$ cat config.mk
export PLATFORM = sky130hd
export DESIGN_NAME = control_sequencer
export DESIGN_NICKNAME = d
export VERILOG_FILES = /design/src/rtl/control_sequencer_pkg.sv /design/src/rtl/control_sequencer_rom.sv /design/src/rtl/control_sequencer.sv
export SDC_FILE = /design/constraint.sdc
export NUM_CORES = 1
export LEC_CHECK = 0
export ABC_AREA = 1
export BUFFER_PORTS_ARGS = -buffer_cell sky130_fd_sc_hd__buf_4
export CAP_MARGIN = 20
export CORE_AREA = 5 5 42 44
export CTS_BUF_LIST = sky130_fd_sc_hd__clkbuf_2 sky130_fd_sc_hd__clkbuf_4 sky130_fd_sc_hd__clkbuf_8
export CTS_CLUSTER_DIAMETER = 40
export DETAILED_ROUTE_END_ITERATION = 8
export DIE_AREA = 0 0 47 49
export PLACE_DENSITY = 0.76
export SLEW_MARGIN = 10
export SYNTH_ARGS = -nofsm -noshare
export SYNTH_HDL_FRONTEND = slang
export SYNTH_SLANG_ARGS = --single-unit
$ cat constraint.sdc
create_clock -name clk -period 3.65 [get_ports clk]
set_input_delay 0.365 -clock clk [delete_from_list [all_inputs] [get_ports clk]]
set_output_delay 0.365 -clock clk [all_outputs]
set_load 0.01 [all_outputs]
$ cat src/rtl/control_sequencer_pkg.sv
// Shared SAP-U definitions: opcodes, control-word bit positions and flag bit positions.
// The control word is active-high internally and inverted at the pins for the _n strobes.
package control_sequencer_pkg;

  localparam int STEP_WIDTH_DEF = 3;
  localparam int LAST_STEP_DEF  = 4;
  localparam int CTRL_W         = 15;

  typedef enum logic [3:0] {
    OP_NOP = 4'b0000,
    OP_LDA = 4'b0001,
    OP_ADD = 4'b0010,
    OP_SUB = 4'b0011,
    OP_STA = 4'b0100,
    OP_LDI = 4'b0101,
    OP_JMP = 4'b0110,
    OP_JC  = 4'b0111,
    OP_JZ  = 4'b1000,
    OP_OUT = 4'b1110,
    OP_HLT = 4'b1111
  } opcode_e;

  localparam int C_MI = 14;
  localparam int C_RI = 13;
  localparam int C_RO = 12;
  localparam int C_IO = 11;
  localparam int C_II = 10;
  localparam int C_AI = 9;
  localparam int C_AO = 8;
  localparam int C_EO = 7;
  localparam int C_BI = 6;
  localparam int C_OI = 5;
  localparam int C_CO = 4;
  localparam int C_J  = 3;
  localparam int C_FI = 2;
  localparam int C_SU = 1;
  localparam int C_CE = 0;

  localparam int FLAG_C = 0;
  localparam int FLAG_Z = 1;

endpackage

$ cat src/rtl/control_sequencer_rom.sv
// Combinational microcode: (instr, step, flags) -> {step_end, ctrl}.
// ctrl bits are active-high "asserted" markers; unreachable steps emit nothing and end.
module microcode_rom
  import control_sequencer_pkg::*;
#(
  parameter int STEP_WIDTH = STEP_WIDTH_DEF
) (
  input  logic [3:0]            instr,
  input  logic [STEP_WIDTH-1:0] step,
  input  logic [1:0]            flags,
  output logic                  step_end,
  output logic [CTRL_W-1:0]     ctrl
);

  always_comb begin
    ctrl     = '0;
    step_end = 1'b0;
    case (int'(step))
      0: begin
        ctrl[C_CO] = 1'b1;
        ctrl[C_MI] = 1'b1;
      end
      1: begin
        ctrl[C_RO] = 1'b1;
        ctrl[C_II] = 1'b1;
        ctrl[C_CE] = 1'b1;
      end
      2: begin
        case (instr)
          OP_LDA, OP_ADD, OP_SUB, OP_STA: begin
            ctrl[C_IO] = 1'b1;
            ctrl[C_MI] = 1'b1;
          end
          OP_LDI: begin
            ctrl[C_IO] = 1'b1;
            ctrl[C_AI] = 1'b1;
            step_end   = 1'b1;
          end
          OP_JMP: begin
            ctrl[C_IO] = 1'b1;
            ctrl[C_J]  = 1'b1;
            step_end   = 1'b1;
          end
          // Conditional jumps read the live flags, so a flag edge in T2 lands this cycle.
          OP_JC: begin
            ctrl[C_IO] = flags[FLAG_C];
            ctrl[C_J]  = flags[FLAG_C];
            step_end   = 1'b1;
          end
          OP_JZ: begin
            ctrl[C_IO] = flags[FLAG_Z];
            ctrl[C_J]  = flags[FLAG_Z];
            step_end   = 1'b1;
          end
          OP_OUT: begin
            ctrl[C_AO] = 1'b1;
            ctrl[C_OI] = 1'b1;
            step_end   = 1'b1;
          end
          default: step_end = 1'b1;
        endcase
      end
      3: begin
        case (instr)
          OP_LDA: begin
            ctrl[C_RO] = 1'b1;
            ctrl[C_AI] = 1'b1;
            step_end   = 1'b1;
          end
          OP_ADD, OP_SUB: begin
            ctrl[C_RO] = 1'b1;
            ctrl[C_BI] = 1'b1;
          end
          OP_STA: begin
            ctrl[C_AO] = 1'b1;
            ctrl[C_RI] = 1'b1;
            step_end   = 1'b1;
          end
          default: step_end = 1'b1;
        endcase
      end
      4: begin
        step_end = 1'b1;
        if (instr == OP_ADD || instr == OP_SUB) begin
          ctrl[C_EO] = 1'b1;
          ctrl[C_AI] = 1'b1;
          ctrl[C_FI] = 1'b1;
          ctrl[C_SU] = (instr == OP_SUB);
        end
      end
      default: step_end = 1'b1;
    endcase
  end

endmodule

$ cat src/rtl/control_sequencer.sv
// SAP-U control sequencer: microstep counter and halt latch around the microcode ROM.
// Reset and halt mask every strobe to its inactive level; step and hlt double as debug state.
module control_sequencer
  import control_sequencer_pkg::*;
#(
  parameter int                  STEP_WIDTH = STEP_WIDTH_DEF,
  parameter logic [STEP_WIDTH-1:0] LAST_STEP = STEP_WIDTH'(LAST_STEP_DEF)
) (
  input  logic                  clk,
  input  logic                  reset,
  input  logic [3:0]            instr,
  input  logic [1:0]            flags,
  output logic [STEP_WIDTH-1:0] step,
  output logic                  hlt,
  output logic                  mi_n,
  output logic                  ri_n,
  output logic                  ro_n,
  output logic                  io_n,
  output logic                  ii_n,
  output logic                  ai_n,
  output logic                  ao_n,
  output logic                  eo_n,
  output logic                  bi_n,
  output logic                  oi_n,
  output logic                  co_n,
  output logic                  j_n,
  output logic                  fi_n,
  output logic                  su,
  output logic                  ce
);

  logic [STEP_WIDTH-1:0] step_q, step_nxt;
  logic                  halted_q, halted_nxt;
  logic                  rom_end;
  logic [CTRL_W-1:0]     rom_ctrl;
  logic [CTRL_W-1:0]     ctrl;

  microcode_rom #(.STEP_WIDTH(STEP_WIDTH)) u_rom (
    .instr    (instr),
    .step     (step_q),
    .flags    (flags),
    .step_end (rom_end),
    .ctrl     (rom_ctrl)
  );

  always_ff @(posedge clk) begin
    if (reset) begin
      step_q   <= '0;
      halted_q <= 1'b0;
    end else begin
      step_q   <= step_nxt;
      halted_q <= halted_nxt;
    end
  end

  // LAST_STEP wraps even without an END marker so a bad ROM entry cannot run away.
  always_comb begin
    step_nxt   = step_q + 1'b1;
    halted_nxt = halted_q;
    if (halted_q || rom_end || step_q == LAST_STEP) begin
      step_nxt = '0;
    end
    if (!halted_q && step_q == STEP_WIDTH'(2) && instr == OP_HLT) begin
      halted_nxt = 1'b1;
    end
  end

  always_comb begin
    ctrl = rom_ctrl;
    if (reset || halted_q) begin
      ctrl = '0;
    end
    step = step_q;
    hlt  = halted_q && !reset;
    mi_n = ~ctrl[C_MI];
    ri_n = ~ctrl[C_RI];
    ro_n = ~ctrl[C_RO];
    io_n = ~ctrl[C_IO];
    ii_n = ~ctrl[C_II];
    ai_n = ~ctrl[C_AI];
    ao_n = ~ctrl[C_AO];
    eo_n = ~ctrl[C_EO];
    bi_n = ~ctrl[C_BI];
    oi_n = ~ctrl[C_OI];
    co_n = ~ctrl[C_CO];
    j_n  = ~ctrl[C_J];
    fi_n = ~ctrl[C_FI];
    su   = ctrl[C_SU];
    ce   = ctrl[C_CE];
  end

endmodule

==> impl_metrics.env <==
export IMPL_status="complete, no violations"
export IMPL_hpwl_um=1140
export IMPL_synth_common_cells="18 x nand2_1, 16 x inv_1, 16 x nor2_1, 7 x nand3_1, 5 x ha_1"
export IMPL_start_util_pct=35.3
export IMPL_critPathKind="reg2out"
export IMPL_setup_worst_path_start_class="flop"
export IMPL_worst_pin_slew_ns=0.252
export IMPL_post_dp_cell_area_um2=702
export IMPL_dr_pass1_iters=4
export IMPL_track_usage_pct=13.0
export IMPL_hold_buffers=0
export IMPL_clockBufferDepth=2
export IMPL_place_congestion=0.802
export IMPL_powerDensity_nw_per_um2=395
export IMPL_synth_cell_type_count=19
export IMPL_die_x_um=47
export IMPL_slew_headroom_pct=83.1
export IMPL_reg2reg_slack_ns=2.47
export IMPL_rows=14
export IMPL_synth_mux_area_share_pct=0
export IMPL_io_pins=27
export IMPL_final_area_um2=724
export IMPL_synth_seq_area_share_pct=16.2
export IMPL_cts_setup_buffers=0
export IMPL_syn_nets=98
export IMPL_hold_viol_final=0
export IMPL_synth_compound_area_share_pct=9.87
export IMPL_nets=128
export IMPL_drive_gt1_share_pct=35.4
export IMPL_synth_top_cell_area_share_pct=16.2
export IMPL_critPathArrivalTime_ns=1.66
export IMPL_crit_fanout=5
export IMPL_setup_violations=0
export IMPL_ys_top_cells_by_area="dfxtp_1 16%, nand2_1 14%, ha_1 13%, inv_1 12%, nor2_1 12%"
export IMPL_dpl_worst_slack_ns=1.89
export IMPL_synth_seq_cells=4
export IMPL_avgSynthCellArea_um2=5.81
export IMPL_period_needed_ns=2.02
export IMPL_clock_sinks=4
export IMPL_synth_edff_count=0
export IMPL_rsz0062_at_grt="no"
export IMPL_routed_wl_um=1360
export IMPL_total_leakage_power_nw=0.394
export IMPL_finClkSkew_ns=0.00215
export IMPL_cts_tree="yes"
export IMPL_endpoint_kind="output port"
export IMPL_root_buffer="clkbuf_4"
export IMPL_die_h_um=49
export IMPL_synth_async_sr_flop_share_pct=0
export IMPL_first_iter_violations=22
export IMPL_vdd_ir_drop_max_v=0.000229
export IMPL_cap_violations=0
export IMPL_insertedDiodeCount=0
export IMPL_nFillCells=157
export IMPL_timing_final_crit_share_pct=55.4
export IMPL_cts_resized=0
export IMPL_yosysMostFrequentCell="nand2_1"
export IMPL_whs_ns=0.319
export IMPL_r2r_end="halted_q"
export IMPL_io_buffer_count=26
export IMPL_yosys_area_share_simple_pct=46.8
export IMPL_critical_path_startpoint="step[0]"
export IMPL_synthAdderAreaFrac_pct=12.7
export IMPL_wl_per_cell_um=10.5
export IMPL_report_final_slew_viol_count=0
export IMPL_synth_area_um2=494
export IMPL_antenna_found_initial=0
export IMPL_synth_warnings=0
export IMPL_num_vias=618
export IMPL_ff2ff_path_depth=6
export IMPL_endpoint="ao_n"
export IMPL_fin_ws_ns=1.63
export IMPL_numCtsBuffers=3
export IMPL_fmaxAchievable_ghz=0.494
export IMPL_grt_remaining_overflow=0
export IMPL_ant_nets=0
export IMPL_synth_cells=85
export IMPL_dieArea_um2=2300
export IMPL_synth_xor_area_share_pct=0
export IMPL_drc=0
export IMPL_tns_ns=0
export IMPL_clk_latency_ns=0.24
export IMPL_routed_via_density=4.79
export IMPL_htreeDepth=1
export IMPL_r2r_start="step[0]"
export IMPL_core_area_um2=1400
export IMPL_synth_top_family_by_area="simple AND/OR/NAND/NOR gates"
export IMPL_grt_pass1_wl_um=2240
export IMPL_area_delta_synth_final_pct=46.6
export IMPL_cp_required_ns=3.28
export IMPL_total_power_w=0.000286
export IMPL_grt_pass1_vias=573
export IMPL_synth_top_cell_by_area="dfxtp_1"
export IMPL_cts_clk_slew_worst_paths_ns=0.04
export IMPL_ys_flop_type="dfxtp_1"
export IMPL_min_path_type="in2reg"
export IMPL_grt_max_degree=7
-- where the power goes --
group / switching, W / internal, W
Clock: 0.0000193 / 0.0000369
Combinational: 0.0000886 / 0.0000740
Sequential: 0.0000129 / 0.0000549
Total: 0.000121 / 0.000166
-- area by class of cell --
| cell class | count | area (um^2) | share of cell area, % |
|---|---|---|---|
| repair buffers | 26 | 195 | 26.9 |
| flip-flops and latches | 4 | 80.1 | 11.1 |
| well taps | 16 | 20.0 | 2.76 |
| multi-input cells | 63 | 343 | 47.3 |
| inverters | 17 | 63.8 | 8.81 |
| clock buffers | 3 | 22.5 | 3.11 |
-- cell families after synthesis --
family,Yosys count
adder cells (fa/ha/maj),5
buffers and inverters,18
AO/OA/AOI/OAI,8
flip-flops,4
AND/OR/NAND/NOR,50
-- cells in the final DEF (no fill, tap or decap), types with 3 or more instances in the layout --
master / n
nand2_2: 3
nor2_1: 16
clkbuf_4: 3
inv_1: 16
nand2_1: 18
nor2_2: 3
nand3_1: 7
ha_1: 5
buf_4: 26
dfxtp_1: 4
-- layer usage --
layer	up-vias	track usage [%]	share of wire, %
met3	0	5.54	9.1
met2	25	20.6	50
met1	273	15.9	41
met5	-	0	0
met4	0	2.76	0
li1	320	-	-
-- how the worst min path moves through the flow --
stage,slack [ns],startpoint,endpoint,depth (start not counted)
2_1_floorplan,0.44,reset,halted_q,1
3_3_place_gp,0.46,step[0],step[0],1
3_5_place_dp,0.47,step[0],step[0],1
4_1_cts,0.31,reset,halted_q,2
5_1_grt,0.32,reset,halted_q,2
6_report,0.32,reset,halted_q,2
-- through the flow --
| step | std cells | util (%) |
|---|---|---|
| floorplan | 85 | - |
| global placement | 126 | 50.1 |
| detailed placement | 126 | 50.1 |
| CTS | 129 | 51.7 |
| global route | 129 | 51.7 |
| finish | 129 | 51.7 |
-- worst max-delay path: stages, from the launching register on --
cell and delay, ns:
dfxtp_1 0.39, ha_1 0.19, ha_1 0.21, inv_1 0.06, nor2_1 0.19, nand3_1 0.13, nand2_1 0.09, nand2_1 0.05
buf_4 0.13
-- registers in the layout (all words and copies together), names as in the netlist --
name      cells
step          3
halted_q      1
Note: power is estimated with default switching activity, not from simulation.
